===== config.mk =====
export PLATFORM = sky130hd
export DESIGN_NAME = frog_collide
export DESIGN_NICKNAME = d
export VERILOG_FILES = /design/src/rtl/frog_collide.sv
export SDC_FILE = /design/constraint.sdc
export NUM_CORES = 1
export LEC_CHECK = 0
export BUFFER_PORTS_ARGS = -buffer_cell sky130_fd_sc_hd__buf_2
export CAP_MARGIN = 20
export CORE_MARGIN = 1.5
export CORE_UTILIZATION = 51
export DETAILED_ROUTE_END_ITERATION = 12
export HOLD_SLACK_MARGIN = 0.03
export PLACE_DENSITY = 0.93
export SYNTH_ARGS = -nofsm -noshare
export SYNTH_HDL_FRONTEND = slang
export SYNTH_SLANG_ARGS = --single-unit

===== constraint.sdc =====
create_clock -name i_clk -period 2.65 [get_ports i_clk]
set_clock_uncertainty 0.2 [all_clocks]
set_input_delay 0.265 -clock i_clk [delete_from_list [all_inputs] [get_ports i_clk]]
set_output_delay 0.265 -clock i_clk [all_outputs]
set_load 0.02 [all_outputs]

===== src/rtl/frog_collide.sv =====
// frog_collide: per-frame collision / goal referee for the frog game.
//
// Each clock the frog box is compared against N_OBS obstacle boxes and against
// the goal line; the results are registered (hit_q / goal_q, one clock of
// latency). On every qualifying animation strobe (i_ani_stb && i_animate) a
// small state machine acts on those flags: it takes lives, counts goals,
// holds the frog at spawn (o_dead) for HOLD_FRAMES frames, and parks in a
// game-over state until i_restart.
//
// Ports:
//   i_clk, i_rst            clock, asynchronous active-high reset
//   i_ani_stb, i_animate    frame strobe and frame-evaluation enable
//   i_restart               leave game-over (sampled on a qualifying strobe)
//   i_frog_{x1,x2,y1,y2}    frog box edges, 12 bit
//   i_obs_{x1,x2,y1,y2}     packed obstacle edges, obstacle k in [12k+11:12k]
//   o_dead                  respawn request to the frog block
//   o_lives, o_score        remaining lives, saturating goal count
//   o_game_over             high while in the game-over state
//   o_event                 one-clock pulse on any death or goal
//
// Optional feature: define FROG_COLLIDE_BOUNDARY_KILL_EN to make the frog die
// when its box wraps or leaves the D_WIDTH x D_HEIGHT display.

// One obstacle lane: strict overlap test. Touching edges do not overlap, and a
// zero-width obstacle (x1 == x2) is a disabled slot that never hits.
module frog_collide_box (
    input  logic [11:0] fx1,
    input  logic [11:0] fx2,
    input  logic [11:0] fy1,
    input  logic [11:0] fy2,
    input  logic [11:0] ox1,
    input  logic [11:0] ox2,
    input  logic [11:0] oy1,
    input  logic [11:0] oy2,
    output logic        hit
);
    always_comb begin
        hit = (ox1 != ox2) &&
              (fx1 < ox2) && (fx2 > ox1) &&
              (fy1 < oy2) && (fy2 > oy1);
    end
endmodule

module frog_collide #(
    parameter int N_OBS       = 4,
    parameter int LIVES       = 3,
    parameter int GOAL_Y      = 40,
    parameter int HOLD_FRAMES = 30,
    parameter int D_WIDTH     = 640,
    parameter int D_HEIGHT    = 480
) (
    input  logic                 i_clk,
    input  logic                 i_rst,
    input  logic                 i_ani_stb,
    input  logic                 i_animate,
    input  logic                 i_restart,
    input  logic [11:0]          i_frog_x1,
    input  logic [11:0]          i_frog_x2,
    input  logic [11:0]          i_frog_y1,
    input  logic [11:0]          i_frog_y2,
    input  logic [12*N_OBS-1:0]  i_obs_x1,
    input  logic [12*N_OBS-1:0]  i_obs_x2,
    input  logic [12*N_OBS-1:0]  i_obs_y1,
    input  logic [12*N_OBS-1:0]  i_obs_y2,
    output logic                 o_dead,
    output logic [3:0]           o_lives,
    output logic [7:0]           o_score,
    output logic                 o_game_over,
    output logic                 o_event
);

`ifdef FROG_COLLIDE_BOUNDARY_KILL_EN
    localparam bit BOUNDARY_KILL = 1'b1;
`else
    localparam bit BOUNDARY_KILL = 1'b0;
`endif

    typedef enum logic [1:0] {PLAY, DIE, GOAL, OVER} state_t;

    state_t             state;
    logic [7:0]         hold;
    logic               hit_q;
    logic               goal_q;
    logic [N_OBS-1:0]   obs_hit;
    logic               oob;
    logic               stb;

    // Per-obstacle overlap lanes.
    for (genvar k = 0; k < N_OBS; k++) begin : g_obs
        frog_collide_box u_box (
            .fx1 (i_frog_x1),
            .fx2 (i_frog_x2),
            .fy1 (i_frog_y1),
            .fy2 (i_frog_y2),
            .ox1 (i_obs_x1[12*k +: 12]),
            .ox2 (i_obs_x2[12*k +: 12]),
            .oy1 (i_obs_y1[12*k +: 12]),
            .oy2 (i_obs_y2[12*k +: 12]),
            .hit (obs_hit[k])
        );
    end

    // Off-screen / wrapped frog box. Constant-gated so the default build
    // reduces it to zero.
    always_comb begin
        oob = BOUNDARY_KILL &&
              ((i_frog_x1 > i_frog_x2) ||
               (i_frog_y1 > i_frog_y2) ||
               (i_frog_x2 >= 12'(D_WIDTH)) ||
               (i_frog_y2 >= 12'(D_HEIGHT)));
    end

    assign stb = i_ani_stb && i_animate;

    always_ff @(posedge i_clk or posedge i_rst) begin
        if (i_rst) begin
            state       <= PLAY;
            hold        <= '0;
            hit_q       <= 1'b0;
            goal_q      <= 1'b0;
            o_dead      <= 1'b0;
            o_lives     <= 4'(LIVES);
            o_score     <= '0;
            o_game_over <= 1'b0;
            o_event     <= 1'b0;
        end else begin
            // Flags track the coordinates every clock, even while frozen.
            hit_q   <= (|obs_hit) || oob;
            goal_q  <= (i_frog_y1 <= 12'(GOAL_Y));
            o_event <= 1'b0;

            if (stb) begin
                case (state)
                    PLAY: begin
                        // Hit has priority over goal on the same frame.
                        if (hit_q) begin
                            if (o_lives != 4'd0) o_lives <= o_lives - 4'd1;
                            o_event <= 1'b1;
                            o_dead  <= 1'b1;
                            hold    <= 8'(HOLD_FRAMES);
                            state   <= DIE;
                        end else if (goal_q) begin
                            if (o_score != 8'hFF) o_score <= o_score + 8'd1;
                            o_event <= 1'b1;
                            o_dead  <= 1'b1;
                            hold    <= 8'(HOLD_FRAMES);
                            state   <= GOAL;
                        end
                    end
                    DIE, GOAL: begin
                        // The strobe that sees hold==1 is the last held frame.
                        if (hold <= 8'd1) begin
                            hold <= '0;
                            if (state == DIE && o_lives == 4'd0) begin
                                o_game_over <= 1'b1;
                                state       <= OVER;
                            end else begin
                                o_dead <= 1'b0;
                                state  <= PLAY;
                            end
                        end else begin
                            hold <= hold - 8'd1;
                        end
                    end
                    OVER: begin
                        if (i_restart) begin
                            o_lives     <= 4'(LIVES);
                            o_score     <= '0;
                            o_dead      <= 1'b0;
                            o_game_over <= 1'b0;
                            state       <= PLAY;
                        end
                    end
                    default: state <= PLAY;
                endcase
            end
        end
    end

endmodule


==> summary.md <==
| Metric | Value |
|---|---|
| Mapped Nets | between 1,000 and 1,500 |
| Ys Warns | 0 |
| First-pass detailed-route iteration total | 7 |
| Critical Path Sink Type | register |
| Fin. Hold Viols | 0 |
| Cells after synthesis | 866 |
| Die ar. | between 10,000 and 15,000 um2 |
| Fill count | 1,077 |
| Crit-path max cell delay | between 500 and 600 ps |
| RSZ-0062 raised after global routing | no |
| Gr ovfl total | 0 |
| Unique cell type count in the Yosys netlist | between 40 and 50 |
| Final #Nets | between 1,500 and 2,000 |
| Sw Ratio | 0.455 |
| Fin util | 0.689 |
| Final setup violation count | 0 |
| Relative slew slack | 0.419 |
| Post-DRT Antenna Nets | 0 |
| Die W | 117 um |
| Peak VDD IR | 0.286 mV |
| Num CTS Buffers | 3 |
| Synth area leader | ha_1 |
| Slew Limit Fails | 0 |
| Largest net degree at the start of global routing | 28 |
| Post-CTS Setup Bufs | 0 |
| Post-synth EDFFs | 0 |
| Ys async rst share | 1.00 |
| Drt total wl | roughly 23,000 um |
| # rows | roughly 40 |
| Post-Place Cells | ~1,400 |
| CTS H-tree depth | 1 |
| Fmax | 0.397 GHz |
| Avg Inst Size Synth | between 7 and 8 um2 |
| Max_cap viols | 0 |
| Initial antenna violation count | 1 |
| Most used DFF post-synth | dfrtp_1 |
| Routability cong. | 1.02 |
| CTS sink count | 27 |
| Clock Tree Root | clkbuf_16 |
| Setup TNS | 0 ps |
| Top cells by area, synth | ha_1, inv_1, dfrtp_1 |
| Final period util | 0.951 |
| Core Box Area | 12,600 um2 |
| Worst Max-Slew Pin Slew | about 850 ps |
| Drt wl/cell | approximately 17 um |
| Run status | completed |
| Reg power frac | 0.236 |
| Leakage power | 0.00510 uW |
| Int Pwr | roughly 1500 uW |
| CP arrival | approximately 2500 ps |
| Synth top area share | 0.365 |
| Final Non-Filler Cells | approximately 1,400 |
| Combinational power share | 0.640 |
| Die Span Y | about 120 um |
| Power density cells | approximately 320 nW/um2 |
| Req. time, crit path | 2640 ps |
| Global-route wire length before repair | roughly 35,000 um |
| Vias per cell | 5.67 |
| Fin crit period | about 2500 ps |
| Starting Density | 0.522 |
| Clock buffer depth | 2 |
| Post-synthesis sequential area ratio | 0.103 |
| Clock network power share | 0.124 |
| HP Class | in2reg |
| CTS tree | done |
| IO Pins | between 200 and 300 |
| Tot Pwr | between 2000 and 3000 uW |
| Worst skew pair latency | between 200 and 300 ps |
| Startpoint types | input port |
| #FFs+latches synth | 27 |
| Vias in the first global route | about 7,600 |
| DRC viols | 0 |
| Post-Syn Area | between 6000 and 7000 um2 |
| CP Max Fanout | 2 |
| Detailed Place HPWL | around 21,000 um |
| Worst path slowest cell | or4_1 |
| GRT Overall Usage | 0.329 |
| PortBufs | approximately 260 |
| NetSw | roughly 1200 uW |
| Setup CP Type | in2reg |
| Share of layout cells above drive strength 1 | 0.286 |
| Most common cell on crit path | or4_1 |
| Crit path cell chain | buf_2, ha_1, nand4_1, nor3_2, or4_1, or4_1, or4_1, nand4_1 |
| Vias | 7,728 |
| 1st-iter DRT viols | approximately 540 |
| Area Growth Syn to Fin | 32.0% |
| CTS clk-pin slew, worst paths | 70 ps |
==> state kept, by name, summed over array words and instances (netlist names) <==
signal       flops
goal_q           1
hit_q            1
hold             8
o_dead           1
o_event          1
o_game_over      1
o_lives          4
o_score          8
state            2
==> metrics by stage <==
| step | hold slack, ps | instance area (um2) | worst slack (ps) |
|---|---|---|---|
| 3_5_place_dp | 140 | 8580 | -196 |
| 4_1_cts | 138 | 8670 | 72.2 |
| 3_3_place_gp | 139 | 8580 | -129 |
| 6_report | 144 | 8690 | 129 |
| 5_1_grt | 169 | 8690 | 43.6 |
| 2_1_floorplan | 116 | 6590 | 67.1 |
==> cell type report <==
| class | instances | area (um2) | area share |
|---|---|---|---|
| diodes | 1 | 2.50 | 0.000288 |
| clock buffers | 4 | 78.8 | 0.00907 |
| inverters | 192 | 721 | 0.0829 |
| multi-input cells | 638 | 5170 | 0.595 |
| flip-flops and latches | 27 | 678 | 0.0780 |
| well taps | 172 | 215 | 0.0248 |
| repair buffers | 329 | 1820 | 0.210 |
==> power groups by stage <==
stage / registers (uW) / logic (uW) / clock network, uW
global route: 664 / 1980 / 361
finish: 646 / 1760 / 341
CTS: 644 / 1730 / 341
floorplan: 682 / 984 / 0
detailed placement: 650 / 1720 / 0
global placement: 643 / 1640 / 0
==> worst max-delay path, delay by kind of cell <==
kind	cells	cell delay (ps)
adders and majority gates	1	320
buffers and inverters	1	120
and+or+nand+nor	6	1810
==> cells in the final DEF (no fill, tap or decap), drive strengths merged, types with 6 or more instances in the layout <==
| master | netlist | routed |
|---|---|---|
| buf | 0 | 328 |
| inv | 192 | 192 |
| ha | 192 | 192 |
| a21oi | 58 | 58 |
| o21ai | 41 | 41 |
| nand2 | 38 | 38 |
| nand4 | 38 | 38 |
| xor2 | 36 | 36 |
| nor2 | 32 | 32 |
| dfrtp | 25 | 25 |
| nand3 | 23 | 23 |
| a211oi | 19 | 19 |
| nor3 | 19 | 19 |
| o211ai | 13 | 13 |
| a21o | 13 | 13 |
| xnor2 | 12 | 12 |
| nor4 | 12 | 12 |
| a2111oi | 9 | 9 |
| nand2b | 8 | 8 |
| a31oi | 8 | 8 |
| nor2b | 8 | 8 |
| o31ai | 7 | 7 |
| and3 | 6 | 6 |
| or4 | 6 | 6 |
==> layer usage <==
metal,GRT usage,share of wire,routed length [um],vias up
met2,0.597,0.49,11000,370
li1,-,-,-,3733
met3,0.0389,0.072,1630,89
met5,0,0,0,-
met4,0.154,0.046,1040,0
met1,0.387,0.39,8930,3536
==> cells in the mapped netlist (3+ instances only) <==
library cell,number
a211oi_1,19
nor4_1,11
nor2_1,32
a21o_1,13
nand3_1,23
nor3_1,19
ha_1,192
xnor2_1,12
a2111oi_0,9
o21a_1,3
a21oi_1,58
dfrtp_1,25
o211ai_1,13
and4_1,3
or4_1,6
nand2_1,38
nand4_1,37
nor2b_1,8
o21ai_0,41
and3_1,6
nor3b_1,4
xor2_1,36
o22ai_1,3
inv_1,192
a31oi_1,8
nand2b_1,8
o31ai_1,7
mux2i_1,4
o41ai_1,3
clkbuf_1,9
==> path summary, 6_finish.rpt <==
path	to	cells past startpoint	slack [ps]	start
worst max-delay path	hit_q	8	130	i_frog_x2[6]
worst min-delay path	o_event	3	140	i_animate
worst max register to register	o_score[6]	6	400	state[0]
worst min register to register	hold[7]	1	280	hold[7]
max in group asynchronous	o_lives[0]	4	1530	i_rst
min in group asynchronous	o_event	4	410	i_rst
==> timing repair <==
item,CTS,global route
hold buffers,1,0
endpoints found under the setup margin,0,1
gates resized for setup,0,2
endpoints found under the hold margin,25,0
==> kinds of logic (layout without fill, tap and decap cells) <==
family / count (synthesis) / count (layout) / synth area share
AOI/OAI and AO/OA: 192 / 192 / 0.185
muxes: 4 / 4 / 0.00608
DFF: 27 / 27 / 0.103
adders and majority gates: 192 / 192 / 0.365
buffers and inverters: 201 / 525 / 0.115
xor gates and xnor gates: 48 / 48 / 0.0638
other: 0 / 1 / 0
and+or+nand+nor: 202 / 202 / 0.163
Note: power is estimated with default switching activity, not from simulation.
